==> config.mk <==
export PLATFORM = sky130hd
export DESIGN_NAME = multi_cycle_ctrl
export DESIGN_NICKNAME = d
export VERILOG_FILES = /design/src/rtl/ctrl_pkg.sv /design/src/rtl/mem_timeout.sv /design/src/rtl/multi_cycle_ctrl.sv
export SDC_FILE = /design/constraint.sdc
export NUM_CORES = 1
export LEC_CHECK = 0
export BUFFER_PORTS_ARGS = -buffer_cell sky130_fd_sc_hd__buf_2
export CORE_MARGIN = 2
export CORE_UTILIZATION = 30
export CTS_CLUSTER_DIAMETER = 200
export DETAILED_ROUTE_END_ITERATION = 6
export PLACE_DENSITY = 0.55
export REMOVE_ABC_BUFFERS = 1
export SYNTH_ARGS = -nofsm -noshare
export SYNTH_HDL_FRONTEND = slang
export SYNTH_SLANG_ARGS = --single-unit
==> constraint.sdc <==
create_clock -name clk -period 3.6 [get_ports clk]
set_clock_uncertainty 0.15 [all_clocks]
set_input_delay 0.54 -clock clk [delete_from_list [all_inputs] [get_ports clk]]
set_output_delay 0.54 -clock clk [all_outputs]
set_load 0.02 [all_outputs]
==> src/rtl/ctrl_pkg.sv <==
// ============================================================================
// Module      : ctrl_pkg
// Description : Shared encodings for the multi-cycle controller and the
//               downstream ALU-op decoder.
// Revision    : 1.0
// ============================================================================
`default_nettype none

package ctrl_pkg;

  typedef enum logic [3:0] {
    FETCH    = 4'd0,
    DECODE   = 4'd1,
    MEM_ADDR = 4'd2,
    MEM_RD   = 4'd3,
    MEM_WB   = 4'd4,
    MEM_WR   = 4'd5,
    R_EXE    = 4'd6,
    R_WB     = 4'd7,
    I_EXE    = 4'd8,
    I_WB     = 4'd9,
    BRANCH   = 4'd10,
    JUMP     = 4'd11,
    HALT     = 4'd12
  } state_e;

  localparam logic [5:0] OP_RTYPE = 6'b000000;
  localparam logic [5:0] OP_LW    = 6'b100011;
  localparam logic [5:0] OP_SW    = 6'b101011;
  localparam logic [5:0] OP_ORI   = 6'b001101;
  localparam logic [5:0] OP_BEQ   = 6'b000100;
  localparam logic [5:0] OP_J     = 6'b000010;

  localparam logic [1:0] ALU_ADD  = 2'b00;
  localparam logic [1:0] ALU_SUB  = 2'b01;
  localparam logic [1:0] ALU_FUNC = 2'b10;
  localparam logic [1:0] ALU_ORI  = 2'b11;

  localparam logic [1:0] PCSRC_ALU    = 2'b00;
  localparam logic [1:0] PCSRC_ALUOUT = 2'b01;
  localparam logic [1:0] PCSRC_JUMP   = 2'b10;

  localparam logic [1:0] SRCB_REG   = 2'b00;
  localparam logic [1:0] SRCB_FOUR  = 2'b01;
  localparam logic [1:0] SRCB_IMM   = 2'b10;
  localparam logic [1:0] SRCB_SHIMM = 2'b11;

  localparam logic [1:0] ERR_NONE    = 2'b00;
  localparam logic [1:0] ERR_ILLEGAL = 2'b01;
  localparam logic [1:0] ERR_TIMEOUT = 2'b10;

  // First execution state for an opcode; unknown opcodes land in HALT.
  function automatic state_e decode_next(input logic [5:0] op);
    state_e nxt;
    case (op)
      OP_RTYPE:      nxt = R_EXE;
      OP_LW, OP_SW:  nxt = MEM_ADDR;
      OP_ORI:        nxt = I_EXE;
      OP_BEQ:        nxt = BRANCH;
      OP_J:          nxt = JUMP;
      default:       nxt = HALT;
    endcase
    return nxt;
  endfunction

  function automatic logic is_mem_state(input state_e s);
    return (s == FETCH) || (s == MEM_RD) || (s == MEM_WR);
  endfunction

endpackage

`default_nettype wire

==> src/rtl/mem_timeout.sv <==
// ============================================================================
// Module      : mem_timeout
// Description : Counts consecutive memory wait cycles; flags the cycle on
//               which the TIMEOUT-th wait completes.
// Revision    : 1.0
// ============================================================================
`default_nettype none

module mem_timeout #(
  parameter int TIMEOUT = 15
) (
  input  logic clk,
  input  logic rst_n,
  input  logic clear_i,
  input  logic enable_i,
  output logic expired_o
);

  localparam int            CW   = (TIMEOUT > 1) ? $clog2(TIMEOUT) : 1;
  localparam logic [CW-1:0] LAST = CW'(TIMEOUT - 1);

  logic [CW-1:0] cnt_q;

  always_ff @(posedge clk or negedge rst_n) begin
    if (!rst_n) begin
      cnt_q <= '0;
    end else if (clear_i) begin
      cnt_q <= '0;
    end else if (enable_i) begin
      cnt_q <= cnt_q + 1'b1;
    end
  end

  // Expiry is raised during the last allowed wait so the FSM leaves on that edge.
  assign expired_o = enable_i && !clear_i && (cnt_q == LAST);

endmodule

`default_nettype wire

==> src/rtl/multi_cycle_ctrl.sv <==
// ============================================================================
// Module      : multi_cycle_ctrl
// Description : Multi-cycle MIPS-subset control unit with memory-wait
//               timeout, illegal-opcode halt and retired-instruction count.
// Revision    : 1.0
// ============================================================================
`default_nettype none

module multi_cycle_ctrl
  import ctrl_pkg::*;
#(
  parameter int TIMEOUT = 15
) (
  input  logic        clk,
  input  logic        rst_n,
  input  logic [5:0]  opcode,
  input  logic        zero,
  input  logic        mem_ready,
  output logic        PCWrite,
  output logic        PCWriteCond,
  output logic        IorD,
  output logic        MemRead,
  output logic        MemWrite,
  output logic        IRWrite,
  output logic        MemtoReg,
  output logic        RegDst,
  output logic        RegWrite,
  output logic        ALUSrcA,
  output logic [1:0]  ALUSrcB,
  output logic [1:0]  ALUctr,
  output logic [1:0]  PCSource,
  output logic        halt,
  output logic [1:0]  err,
  output logic [31:0] instr_cnt
);

  state_e      state_q, state_d;
  logic [1:0]  err_q, err_d;
  logic [31:0] instr_cnt_q, instr_cnt_d;
  logic        retire;
  logic        in_mem, tmo_clear, tmo_en, tmo_expired;

  // The branch decision on zero is taken in the datapath via PCWriteCond.
  logic unused_zero;
  assign unused_zero = zero;

  assign in_mem    = is_mem_state(state_q);
  assign tmo_en    = in_mem && !mem_ready;
  assign tmo_clear = !in_mem || mem_ready;

  mem_timeout #(
    .TIMEOUT (TIMEOUT)
  ) u_mem_timeout (
    .clk       (clk),
    .rst_n     (rst_n),
    .clear_i   (tmo_clear),
    .enable_i  (tmo_en),
    .expired_o (tmo_expired)
  );

  always_comb begin
    state_d = state_q;
    err_d   = err_q;
    retire  = 1'b0;
    unique case (state_q)
      FETCH: begin
        if (mem_ready) begin
          state_d = DECODE;
        end else if (tmo_expired) begin
          state_d = HALT;
          err_d   = ERR_TIMEOUT;
        end
      end
      DECODE: begin
        state_d = decode_next(opcode);
        if (state_d == HALT) err_d = ERR_ILLEGAL;
      end
      MEM_ADDR: begin
        if (opcode == OP_LW) begin
          state_d = MEM_RD;
        end else if (opcode == OP_SW) begin
          state_d = MEM_WR;
        end else begin
          state_d = HALT;
          err_d   = ERR_ILLEGAL;
        end
      end
      MEM_RD: begin
        if (mem_ready) begin
          state_d = MEM_WB;
        end else if (tmo_expired) begin
          state_d = HALT;
          err_d   = ERR_TIMEOUT;
        end
      end
      MEM_WR: begin
        if (mem_ready) begin
          state_d = FETCH;
          retire  = 1'b1;
        end else if (tmo_expired) begin
          state_d = HALT;
          err_d   = ERR_TIMEOUT;
        end
      end
      R_EXE:  state_d = R_WB;
      I_EXE:  state_d = I_WB;
      MEM_WB, R_WB, I_WB, BRANCH, JUMP: begin
        state_d = FETCH;
        retire  = 1'b1;
      end
      HALT:    state_d = HALT;
      default: state_d = FETCH;
    endcase
  end

  always_comb begin
    instr_cnt_d = retire ? (instr_cnt_q + 32'd1) : instr_cnt_q;
  end

  always_ff @(posedge clk or negedge rst_n) begin
    if (!rst_n) begin
      state_q     <= FETCH;
      err_q       <= ERR_NONE;
      instr_cnt_q <= 32'd0;
    end else begin
      state_q     <= state_d;
      err_q       <= err_d;
      instr_cnt_q <= instr_cnt_d;
    end
  end

  always_comb begin
    PCWrite     = 1'b0;
    PCWriteCond = 1'b0;
    IorD        = 1'b0;
    MemRead     = 1'b0;
    MemWrite    = 1'b0;
    IRWrite     = 1'b0;
    MemtoReg    = 1'b0;
    RegDst      = 1'b0;
    RegWrite    = 1'b0;
    ALUSrcA     = 1'b0;
    ALUSrcB     = SRCB_REG;
    ALUctr      = ALU_ADD;
    PCSource    = PCSRC_ALU;
    unique case (state_q)
      FETCH: begin
        MemRead = 1'b1;
        ALUSrcB = SRCB_FOUR;
        IRWrite = mem_ready;
        PCWrite = mem_ready;
      end
      DECODE:   ALUSrcB = SRCB_SHIMM;
      MEM_ADDR: begin
        ALUSrcA = 1'b1;
        ALUSrcB = SRCB_IMM;
      end
      MEM_RD: begin
        MemRead = 1'b1;
        IorD    = 1'b1;
      end
      MEM_WB: begin
        RegWrite = 1'b1;
        MemtoReg = 1'b1;
      end
      MEM_WR: begin
        MemWrite = 1'b1;
        IorD     = 1'b1;
      end
      R_EXE: begin
        ALUSrcA = 1'b1;
        ALUctr  = ALU_FUNC;
      end
      R_WB: begin
        RegWrite = 1'b1;
        RegDst   = 1'b1;
      end
      I_EXE: begin
        ALUSrcA = 1'b1;
        ALUSrcB = SRCB_IMM;
        ALUctr  = ALU_ORI;
      end
      I_WB:     RegWrite = 1'b1;
      BRANCH: begin
        ALUSrcA     = 1'b1;
        ALUctr      = ALU_SUB;
        PCWriteCond = 1'b1;
        PCSource    = PCSRC_ALUOUT;
      end
      JUMP: begin
        PCWrite  = 1'b1;
        PCSource = PCSRC_JUMP;
      end
      default: ;
    endcase
  end

  assign halt      = (state_q == HALT);
  assign err       = err_q;
  assign instr_cnt = instr_cnt_q;

endmodule

`default_nettype wire

### Yosys cells after proc, flatten, opt, wreduce, memory -nomap -nowiden

Index checks and enable logic that the tools add are counted.

* add/sub/neg operators: 2
* equality and inequality tests: 24
* multiplexer cells: 32
* reduce and logical (&&, ||, !) cells: 22

Operators with widths (number)
* two-way mux 4 bit: 9
* adder 32 x 1 -> 32 bit (second input constant): 1
* one-hot mux 4 bit (8 select lines): 1
* equality test 4 bit (second input constant): 7
* one-hot mux 4 bit (5 select lines): 1
* one-hot mux 2 bit (3 select lines): 3
* equality test 4 x 3 -> 1 bit (second input constant): 4
* equality test 6 bit (second input constant): 2
* two-way mux 1 bit: 10
* two-way mux 2 bit: 5
* equality test 4 x 2 -> 1 bit (second input constant): 2
* inequality test 2 bit (second input constant): 4
* OR reduction 2 bit: 4
* equality test 6 x 2 -> 1 bit (second input constant): 1
* equality test 6 x 3 -> 1 bit (second input constant): 1
* equality test 6 x 4 -> 1 bit (second input constant): 1
* logical NOT 6 bit: 1
* AND reduction 6 bit: 1
* OR reduction 3 bit: 2
* OR reduction 5 bit: 1
* adder 4 x 1 -> 4 bit (second input constant): 1
* equality test 4 x 1 -> 1 bit (second input constant): 1
* logical NOT 4 bit: 1
* one-hot mux 1 bit (2 select lines): 2
* other kinds (8): 14

* flip-flop bits (word level): 42
* input port bits: 10
* output and inout port bits: 51
* logic and storage cells: 84

### Longest topological paths before layout

Gate-level depths: netlist of run 1.

* depth after elaboration: 11
* gate-level depth with buffers: 7
* mapped depth without buffers: 7

### Cells and area by module

Synthesis of run 1 repeated with hierarchy kept, for this count alone.

* cell total of the unflattened synthesis: 249
* area total of the unflattened synthesis: 2433.6 µm²

Modules (own cells, without submodules)
* multi_cycle_ctrl: times used 1, cells an instance 229, area an instance 2210.9 µm², seq. area each 950.9 µm²
* mem_timeout: times used 1, cells an instance 20, area an instance 222.7 µm², seq. area each 100.1 µm²

### Worst setup path before layout of run 1

OpenSTA, ideal clock, no wires.

* path type: register -> output
* start: reg state_q[3]
* end: out RegWrite
* arrival: 1.722 ns
* required time: 2.910 ns
* setup slack: 1.188 ns
* cell stages (with the launch flop): 7
* buffers on the path: 2
* cells stage by stage: dfrtp_1 > buf_2 > buf_2 > inv_1 > nand2_1 > nor3_1 > o21bai_1

* longest elaborated chain between the ends: 3
* elaborated cells on any way between the ends: 5
* those cells by class: 3 x eq/ne; 1 x mux; 1 x reduce/logical

RTL lines
* start: declaration: RTL line multi_cycle_ctrl.sv:37 `state_e state_q, state_d;`
* start signal: assignment: RTL line multi_cycle_ctrl.sv:126 `state_q <= state_d;`
* equality test 4 x 3 -> 1 bit / equality test 4 bit (equally long branches): RTL line multi_cycle_ctrl.sv:146 `unique case (state_q)`
* OR reduction 3 bit (no source line) (*)
* two-way mux 1 bit (*): RTL line multi_cycle_ctrl.sv:146
* end: declaration: RTL line multi_cycle_ctrl.sv:27 `output logic RegWrite,`

Mark *: on every way between the ends. The rest lies on a longest branch, timed or not.

### Final worst setup path of run 1

* start: reg state_q[0]
* end: out ALUSrcB[1]

* longest elaborated chain between the ends: 3
* elaborated cells on any way between the ends: 6
* those cells by class: 3 x eq/ne; 1 x mux; 2 x reduce/logical

RTL lines
* equality test 4 x 2 -> 1 bit / equality test 4 bit (equally long branches): RTL line multi_cycle_ctrl.sv:146
* OR reduction 2 bit (no source line)
* one-hot mux 2 bit (3 select lines) (*): RTL line multi_cycle_ctrl.sv:146
* end: declaration: RTL line multi_cycle_ctrl.sv:29 `output logic [1:0] ALUSrcB,`

Marks and branches as above.

==> reports/metrics.json, run 1 <==
{
  "critical_path": {
    "family_with_the_most_delay_on_the_worst_path": "flip-flops",
    "crit-reg2reg-launch": "state_q[0]",
    "crit_slowest_cell": "sky130_fd_sc_hd__dfrtp_1",
    "timing.critical_path.depth": 5,
    "path_cells": "inv_1 > nor2_1 > a21oi_1 > nor2_1 > buf_2",
    "timing.critical_path.to_type": "primary output",
    "critical_path_required_ns": 2.91,
    "crit_buf_inv": 2,
    "critical_path.startpoint": "state_q[0]",
    "startpoint_kind_of_the_worst_setup_timing_path": "flip-flop",
    "timing.critical_path.fanout_max": 19,
    "reg2regPathDepth": 6,
    "critical_path_class": "reg -> out",
    "critPathArrivalTime_ns": 2.03,
    "regToRegSetupSlack_ns": 1.36,
    "crit_path_max_incr_delay_ns": 0.73,
    "critPathMostFrequentCell": "sky130_fd_sc_hd__nor2_1",
    "reg2reg_to": "instr_cnt[22]"
  },
  "clock_tree": {
    "max-clock-path-buffers": 2,
    "hold_buffers": 0,
    "cts.sink_count": 42,
    "post_cts_resize_count": 0,
    "clk_root_buffer_cell": "sky130_fd_sc_hd__clkbuf_8",
    "worstSkewPairLatency_ns": 0.29,
    "clk_pin_slew_ns": 0.08,
    "cts_tree": "done",
    "post-cts-setup-buffers": 0,
    "cts_made_buffers": 5,
    "clock_tree.htree_level_count": 2
  },
  "die": {
    "ioPinCount": 61,
    "core_area_um2": 7690,
    "die_y_um": 92.7,
    "die_x_extent_um": 92.7,
    "die-area_um2": 8600,
    "num_rows": 32,
    "floorplan.initialDensity_pct": 30.7
  },
  "power_and_ir_drop": {
    "power_leakage_nw": 1.32,
    "totalPowerFinal_mw": 1.64,
    "power.sequential.fraction_pct": 39.8,
    "worst_ir_drop_vdd_uv": 323,
    "comb_power_share_pct": 37.1,
    "switching_power_share_of_the_total_pct": 41.0,
    "clock_power_share_pct": 23.1,
    "p_switching_uw": 671,
    "power_density_nw_per_um2": 582,
    "power.internal_uw": 966
  },
  "timing": {
    "slew-limit-headroom_pct": 35.8,
    "tightest_slew_ns": 0.964,
    "timing.fmax_ghz": 0.367,
    "finalSetupTns_ns": 0,
    "final.period_utilization_pct": 75.6,
    "finalWorstPathRequiredPeriod_ns": 2.72,
    "final_setup_violation_count": 0,
    "grt_setup_unrepaired": "no",
    "drv_slew": 0,
    "final_hold_viol_count": 0
  },
  "layout": {
    "antenna-diode-count": 0,
    "instances_no_fill": 402,
    "drive_above_1_share_pct": 26.0,
    "multi_input_area_um2": 1190,
    "layout.area.seq_um2": 1050,
    "synthesis_to_layout_area_growth_pct": 19.1,
    "filler_cell_count": 807,
    "nNetsFinal": 312
  },
  "synthesis": {
    "yosys_warnings": 0,
    "synth-edff-count": 0,
    "syn_inst": 243,
    "post_synth_num_cell_types": 46,
    "synth.yosys.seq_area_share_pct": 44.5,
    "ys_dominant_reg_cell": "sky130_fd_sc_hd__dfrtp_1",
    "synth_async_sr_flop_share_pct": 100,
    "synth.cell_area_um2": 2360,
    "synth.avg_cell_area_um2": 9.72,
    "synth.ff_latch_count": 42
  },
  "drt": {
    "detail_route.wl_per_cell_um": 13.6,
    "detailedRoute.firstIterationViolations": 139,
    "vias": 2008,
    "drc_errors": 0,
    "ant_nets": 0,
    "via_per_inst": 5.00,
    "dr.pass1.iters": 4,
    "wl_um": 5490
  },
  "min_path": {
    "worstHoldPathType": "in -> async"
  },
  "grt": {
    "grt_usage_pct": 13.4,
    "grt_antenna_before_repair": 0,
    "grt_first_pass_wirelength_um": 9340,
    "maximum_number_of_pins_on_one_net_before_global_route_repair": 43,
    "via_count_of_the_first_global_routing_pass": 1951,
    "gr-total-overflow": 0
  },
  "status": {
    "run_status": "finished, final reports clean"
  },
  "placement": {
    "dp_hpwl_um": 3780,
    "rd_place_congestion": 0.910,
    "place_inst": 394,
    "number_of_port_buffers": 59
  },
  "job": {
    "max_cap_viols": 0
  }
}
worst max path at each step:
| stage | end | slack, ns |
|---|---|---|
| after floorplan | RegWrite | 1.25 |
| after global placement | ALUSrcB[1] | 1.24 |
| after detailed placement | ALUSrcB[1] | 1.22 |
| after CTS | ALUSrcB[1] | 0.87 |
| after global routing | ALUSrcB[1] | 0.69 |
| final | ALUSrcB[1] | 0.88 |
placed cells by master, fill, tap and decap left out, types with 2 or more instances in the layout:
master / synthesis / routed
sky130_fd_sc_hd__buf_2: 2 / 59
sky130_fd_sc_hd__dfrtp_1: 42 / 42
sky130_fd_sc_hd__xnor2_1: 31 / 31
sky130_fd_sc_hd__nor2_1: 22 / 22
sky130_fd_sc_hd__nand2_1: 20 / 20
sky130_fd_sc_hd__nand3_1: 18 / 18
sky130_fd_sc_hd__nor3_1: 14 / 14
sky130_fd_sc_hd__nand4_1: 12 / 12
sky130_fd_sc_hd__and3_1: 11 / 11
sky130_fd_sc_hd__inv_1: 7 / 7
sky130_fd_sc_hd__o21ai_0: 7 / 7
sky130_fd_sc_hd__clkbuf_8: 0 / 5
sky130_fd_sc_hd__a21oi_1: 4 / 4
sky130_fd_sc_hd__xor2_1: 4 / 4
sky130_fd_sc_hd__nor4_1: 3 / 3
sky130_fd_sc_hd__mux2_2: 3 / 3
sky130_fd_sc_hd__and4_1: 3 / 3
sky130_fd_sc_hd__ha_1: 3 / 3
sky130_fd_sc_hd__nor3b_1: 2 / 2
sky130_fd_sc_hd__o21a_1: 2 / 2
sky130_fd_sc_hd__buf_4: 2 / 2
cell usage after synthesis (all sizes together) (4+ instances only):
library cell   n  area, um^2
a21oi          5        28.8
and3          12        80.1
buf            9        85.1
dfrtp         42        1050
inv            7        26.3
nand2         20        75.1
nand3         18        90.1
nand4         12        75.1
nor2          22        82.6
nor3          15        80.1
o21ai          8        40.0
xnor2         32         299
xor2           4        35.0
worst register-to-register path: stages, from the launching register on:
cell                      delay (ns)
sky130_fd_sc_hd__dfrtp_1        0.73
sky130_fd_sc_hd__or3b_1         0.42
sky130_fd_sc_hd__a21oi_2        0.24
sky130_fd_sc_hd__nor3b_2        0.07
sky130_fd_sc_hd__buf_4          0.20
sky130_fd_sc_hd__and3_1         0.19
sky130_fd_sc_hd__xor2_1         0.14
metal layers:
layer / vias up / track usage (%) / part of all wire (%) / wire length, um
li1: 965 / - / - / -
met1: 976 / 17.7 / 49 / 2680
met2: 61 / 21.3 / 44 / 2440
met3: 6 / 3.82 / 5.8 / 318
met4: 0 / 4.53 / 1.0 / 56
met5: - / 0 / 0 / 0
power by group through the flow:
stage	combinational [mW]	clock [mW]	sequential, mW
floorplan	0.389	0	0.673
global placement	0.613	0	0.659
detailed placement	0.614	0	0.657
CTS	0.616	0.391	0.650
global route	0.679	0.411	0.669
finish	0.607	0.379	0.651
kinds of logic after synthesis:
| group | count (synthesis) | synth area share [%] |
|---|---|---|
| simple gates | 115 | 25.9 |
| fa+ha+maj | 3 | 1.59 |
| flops | 42 | 44.5 |
| mux | 3 | 1.43 |
| xor+xnor | 36 | 14.1 |
| compound gates | 25 | 7.21 |
| buf+inv | 19 | 5.19 |
cell type report:
class | count | share of cell area [%]
multi-input combinational | 182 | 42.2
sequential | 42 | 37.4
timing repair buffer | 61 | 11.0
tap | 102 | 4.54
clock buffer | 6 | 2.58
clock inverter | 2 | 1.33
inverter | 7 | 0.934
flip-flops by register name, indices dropped and copies added, names as in the netlist:
register	flops
instr_cnt	32
err	2
state_q	4
u_mem_timeout.cnt_q	4
metrics by stage:
step	worst slack, ns	hold slack, ns	utilization, %	cell area, um^2
6_report	0.877	0.235	36.6	2810
5_1_grt	0.694	0.322	36.6	2810
4_1_cts	0.875	0.283	36.6	2810
3_5_place_dp	1.22	0.332	35.2	2700
3_3_place_gp	1.24	0.314	35.2	2700
2_1_floorplan	1.25	0.0944	-	2260
Note: power is estimated with default switching activity, not from simulation.
==> run 2: changes to the inputs <==
clock period = 2.7 ns   (was 3.6 ns; I/O delays follow)
==> run 2 against run 1 <==
Effect of this change:
- sequential power increased by 23%
- utilization up 0.081 points
- via count increased by 0.25%
- critical endpoint is now RegWrite
- highest routed layer unchanged
==> reports/metrics.json, run 2 (synthesis gave the netlist of run 1 again) <==
{
  "status": {
    "run_status": "finished, final reports clean"
  },
  "placement": {
    "rd_place_congestion": 0.852,
    "dp_hpwl_um": 3990,
    "detailed_place.area_um2": 2730,
    "number_of_port_buffers": 59,
    "dp_worst_setup_slack_ns": 0.369
  },
  "drt": {
    "via_per_inst": 4.96,
    "wl_um": 5540,
    "route.met2.wl_um": 2510,
    "met3_length_um": 345,
    "drc_errors": 0,
    "vias": 2013,
    "ant_nets": 0,
    "wirelength_met1_um": 2600,
    "detail_route.wl_per_cell_um": 13.7,
    "top_layer": "met4",
    "dr.pass1.iters": 4,
    "detailedRoute.firstIterationViolations": 64
  },
  "timing": {
    "finalSetupTns_ns": 0,
    "final_hold_viol_count": 0,
    "timing.fmax_ghz": 0.404,
    "final_setup_violation_count": 0,
    "drv_slew": 0,
    "final.period_utilization_pct": 91.6,
    "slew-limit-headroom_pct": 31.4,
    "finalWorstPathRequiredPeriod_ns": 2.47,
    "grt_setup_unrepaired": "no",
    "tightest_slew_ns": 1.02,
    "final_worst_setup_slack_ns": 0.227
  },
  "critical_path": {
    "crit_path_max_incr_delay_ns": 0.48,
    "timing.critical_path.to_type": "primary output",
    "crit_slowest_cell": "sky130_fd_sc_hd__dfrtp_1",
    "path_cells": "buf_4 > inv_1 > nand2_1 > mux2_2 > o21bai_1 > buf_2",
    "regToRegSetupSlack_ns": 0.41,
    "crit-reg2reg-launch": "state_q[3]",
    "crit_buf_inv": 3,
    "startpoint_kind_of_the_worst_setup_timing_path": "flip-flop",
    "critPathArrivalTime_ns": 1.92,
    "critical_path_class": "reg -> out",
    "timing.critical_path.fanout_max": 11,
    "reg2regPathDepth": 5,
    "family_with_the_most_delay_on_the_worst_path": "buffers and inverters",
    "timing.critical_path.depth": 6,
    "critical_path_required_ns": 2.14,
    "reg2reg_to": "instr_cnt[13]"
  },
  "power_and_ir_drop": {
    "power_density_nw_per_um2": 750,
    "power_leakage_nw": 1.33,
    "worst_ir_drop_vdd_uv": 318,
    "totalPowerFinal_mw": 2.12
  },
  "clock_tree": {
    "post-cts-setup-buffers": 0,
    "hold_buffers": 0,
    "worstSkewPairLatency_ns": 0.29,
    "post_cts_resize_count": 0,
    "clk_root_buffer_cell": "sky130_fd_sc_hd__clkbuf_8",
    "max-clock-path-buffers": 2,
    "cts_made_buffers": 5,
    "cts_tree": "done",
    "cts.sink_count": 42,
    "clock_tree.htree_level_count": 2,
    "clk_pin_slew_ns": 0.08
  },
  "grt": {
    "grt_usage_pct": 13.4,
    "grt_first_pass_wirelength_um": 9230,
    "via_count_of_the_first_global_routing_pass": 1857,
    "gr-total-overflow": 0,
    "maximum_number_of_pins_on_one_net_before_global_route_repair": 43,
    "grt_antenna_before_repair": 0
  },
  "layout": {
    "drive_above_1_share_pct": 27.0,
    "mostFrequentLayoutCells": "sky130_fd_sc_hd__buf_2, sky130_fd_sc_hd__dfrtp_1, sky130_fd_sc_hd__xnor2_1, sky130_fd_sc_hd__nor2_1, sky130_fd_sc_hd__nand2_1",
    "layout.cell_area.non_filler_um2": 2820,
    "nNetsFinal": 316,
    "final_common_cell": "sky130_fd_sc_hd__buf_2",
    "synthesis_to_layout_area_growth_pct": 19.4,
    "largest_register_ff_count": 32,
    "filler_cell_count": 824,
    "layout.core_utilization_pct": 36.7,
    "antenna-diode-count": 0
  },
  "die": {
    "ioPinCount": 61,
    "floorplan.initialDensity_pct": 30.7,
    "num_rows": 32,
    "die_y_um": 92.7,
    "core_area_um2": 7690,
    "die_x_extent_um": 92.7,
    "die-area_um2": 8600
  },
  "min_path": {
    "worstHoldPathType": "in -> async"
  },
  "job": {
    "max_cap_viols": 0
  }
}
==> run 2: cell types whose count changed in the layout (fill, tap and decap cells not counted) <==
cell / change
sky130_fd_sc_hd__bufinv_16: -1
sky130_fd_sc_hd__clkinv_2: +1
sky130_fd_sc_hd__buf_4: +4
sky130_fd_sc_hd__clkinv_4: +1
sky130_fd_sc_hd__clkinvlp_4: -1
==> run 2: worst max-delay path by stage <==
stage / from / endpoint / slack, ns
finish: state_q[3] / RegWrite / 0.23
global route: state_q[3] / RegWrite / 0.08
CTS: state_q[3] / RegWrite / 0.20
detailed placement: mem_ready / instr_cnt[27] / 0.37
global placement: mem_ready / instr_cnt[13] / 0.36
floorplan: state_q[3] / RegWrite / 0.49
==> run 2: per-layer routing <==
metal,global-route usage (%),up-vias
met2,20.7,58
met1,17.7,972
met4,4.90,0
met5,0,-
met3,3.99,8
li1,-,975
==> run 2: area by class of cell <==
cell class              instances  area, um^2  share of cell area [%]
multi-input cells             182        1190                    42.1
flip-flops and latches         42        1050                    37.3
repair buffers                 65         340                    12.1
well taps                     102         128                    4.53
clock buffers                   6        72.6                    2.57
inverters                       7        26.3                   0.932
clock inverters                 2        13.8                   0.488
==> run 2: worst reg2reg max path: cells and delay by family, from the launching register on <==
family           cells  cell delay, ns
XOR/XNOR             1            0.17
AND/OR/NAND/NOR      3            1.24
AO/OA/AOI/OAI        1            0.14
flip-flops           1            0.48
==> run 2: power by group <==
part / switching, mW / internal [mW]
Clock: 0.221 / 0.183
Combinational: 0.578 / 0.331
Sequential: 0.0976 / 0.704
Total: 0.897 / 1.22
==> run 2: stage by stage <==
stage / instances / hold slack (ns)
4_1_cts: 406 / 0.136
3_3_place_gp: 398 / 0.313
2_1_floorplan: 231 / -0.0406
6_report: 406 / 0.104
3_5_place_dp: 398 / 0.319
5_1_grt: 406 / 0.163
==> run 3: changes to the inputs <==
CORE_UTILIZATION = 53   (was 30)
PLACE_DENSITY = 0.85   (was 0.55)
==> run 3 against run 2 <==
Effect of this change:
- combinational power down 3.2%
- register-to-register slack worse by 0.02 ns
- critical endpoint unchanged
- maximum frequency about the same
- sequential power up 1%
- global-route usage up 7.7 points
==> reports/metrics.json, run 3 (synthesis gave the netlist of run 1 again) <==
{
  "status": {
    "run_status": "finished, final reports clean"
  },
  "layout": {
    "synthesis_to_layout_area_growth_pct": 16.3,
    "largest_register_ff_count": 32,
    "drive_above_1_share_pct": 26.5,
    "final_common_cell": "sky130_fd_sc_hd__buf_2",
    "multi_input_area_um2": 1190,
    "nNetsFinal": 314,
    "instances_no_fill": 354,
    "antenna-diode-count": 0,
    "layout.core_utilization_pct": 63.5,
    "mostFrequentLayoutCells": "sky130_fd_sc_hd__buf_2, sky130_fd_sc_hd__dfrtp_1, sky130_fd_sc_hd__xnor2_1, sky130_fd_sc_hd__nor2_1, sky130_fd_sc_hd__nand2_1",
    "filler_cell_count": 374,
    "layout.area.seq_um2": 1050
  },
  "timing": {
    "slew-limit-headroom_pct": 31.4,
    "finalWorstPathRequiredPeriod_ns": 2.47,
    "final_hold_viol_count": 0,
    "finalSetupTns_ns": 0,
    "grt_setup_unrepaired": "no",
    "final.period_utilization_pct": 91.6,
    "timing.fmax_ghz": 0.404,
    "tightest_slew_ns": 1.02,
    "final_setup_violation_count": 0,
    "drv_slew": 0
  },
  "critical_path": {
    "critPathArrivalTime_ns": 1.92,
    "timing.critical_path.to_type": "primary output",
    "critical_path_required_ns": 2.14,
    "timing.critical_path.fanout_max": 10,
    "startpoint_kind_of_the_worst_setup_timing_path": "flip-flop",
    "critical_path_class": "reg -> out"
  },
  "grt": {
    "gr-total-overflow": 0,
    "via_count_of_the_first_global_routing_pass": 1918,
    "grt_first_pass_wirelength_um": 8490,
    "maximum_number_of_pins_on_one_net_before_global_route_repair": 43,
    "grt.met2_usage_pct": 34.6,
    "gr-max-usage-layer": "met2",
    "met3_usage_pct": 4.42,
    "grt_usage_pct": 21.1,
    "gr-usage-met1_pct": 28.0,
    "grt_antenna_before_repair": 0
  },
  "die": {
    "die_y_um": 70.7,
    "die-area_um2": 5000,
    "ioPinCount": 61,
    "die_x_extent_um": 70.7,
    "num_rows": 24,
    "core_area_um2": 4320,
    "floorplan.initialDensity_pct": 54.6
  },
  "drt": {
    "vias": 2026,
    "via_per_inst": 5.72,
    "ant_nets": 0,
    "detail_route.wl_per_cell_um": 13.7,
    "wl_um": 4840,
    "detailedRoute.firstIterationViolations": 104,
    "drc_errors": 0,
    "dr.pass1.iters": 4
  },
  "clock_tree": {
    "cts.sink_count": 42,
    "hold_buffers": 0,
    "worstSkewPairLatency_ns": 0.30,
    "post-cts-setup-buffers": 0,
    "clk_pin_slew_ns": 0.08,
    "max-clock-path-buffers": 2,
    "post_cts_resize_count": 0,
    "cts_made_buffers": 5,
    "clk_root_buffer_cell": "sky130_fd_sc_hd__clkbuf_8",
    "cts_tree": "done",
    "clock_tree.htree_level_count": 2
  },
  "power_and_ir_drop": {
    "power_density_nw_per_um2": 767,
    "worst_ir_drop_vdd_uv": 665,
    "power_leakage_nw": 1.33
  },
  "placement": {
    "rd_place_congestion": 0.894,
    "dp_hpwl_um": 3500,
    "place_inst": 346,
    "number_of_port_buffers": 59
  },
  "job": {
    "max_cap_viols": 0
  },
  "min_path": {
    "worstHoldPathType": "in -> async"
  }
}
==> run 3: cell count changes in the layout (fill, tap and decap cells not counted), sizes merged <==
cell	previous run	this run
buf	65	63
clkinv	2	1
clkbuf	6	7
==> run 3: worst paths after layout <==
| kind | to | depth (start not counted) | slack (ns) | start |
|---|---|---|---|---|
| worst max-delay path | RegWrite | 6 | 0.23 | state_q[3] |
| worst min-delay path | instr_cnt[21] | 1 | 0.09 | rst_n |
| worst max register to register | instr_cnt[21] | 5 | 0.39 | state_q[3] |
| worst min register to register | instr_cnt[31] | 1 | 0.33 | instr_cnt[31] |
| max in group asynchronous | instr_cnt[9] | 1 | 1.75 | rst_n |
| min in group clk | instr_cnt[31] | 1 | 0.33 | instr_cnt[31] |
==> run 3: metrics by stage <==
step | hold slack [ns] | power (mW) | setup slack, ns | area, um^2
after global placement | 0.313 | 1.68 | 0.432 | 2660
after CTS | 0.108 | 2.12 | 0.245 | 2750
after floorplan | -0.0406 | 1.42 | 0.487 | 2260
final | 0.0854 | 2.11 | 0.226 | 2750
after global routing | 0.156 | 2.25 | 0.137 | 2750
after detailed placement | 0.319 | 1.71 | 0.405 | 2660
==> run 3: area by class of cell <==
cell class,instances,area share [%]
tap,52,2.37
inverter,7,0.957
clock inverter,1,0.182
sequential,42,38.3
clock buffer,7,3.14
timing repair buffer,63,11.8
multi-input combinational,182,43.2
==> run 3: worst max-delay path, stage by stage, from the launching register on <==
cell and delay, ns:
sky130_fd_sc_hd__dfrtp_1 0.50, sky130_fd_sc_hd__buf_4 0.23, sky130_fd_sc_hd__inv_1 0.16, sky130_fd_sc_hd__nand2_1 0.13, sky130_fd_sc_hd__mux2_2 0.29, sky130_fd_sc_hd__o21bai_1 0.13, sky130_fd_sc_hd__buf_2 0.18
==> run 3: report_power, final <==
part	total (mW)	switching (mW)	internal, mW
logic	0.881	0.552	0.329
registers	0.813	0.109	0.705
clock network	0.412	0.206	0.206
==> run 3: layer usage <==
metal / vias up / part of all wire [%]
met5: - / 0
met4: 0 / 1.3
met3: 6 / 6.6
met2: 65 / 47
met1: 978 / 45
li1: 977 / -
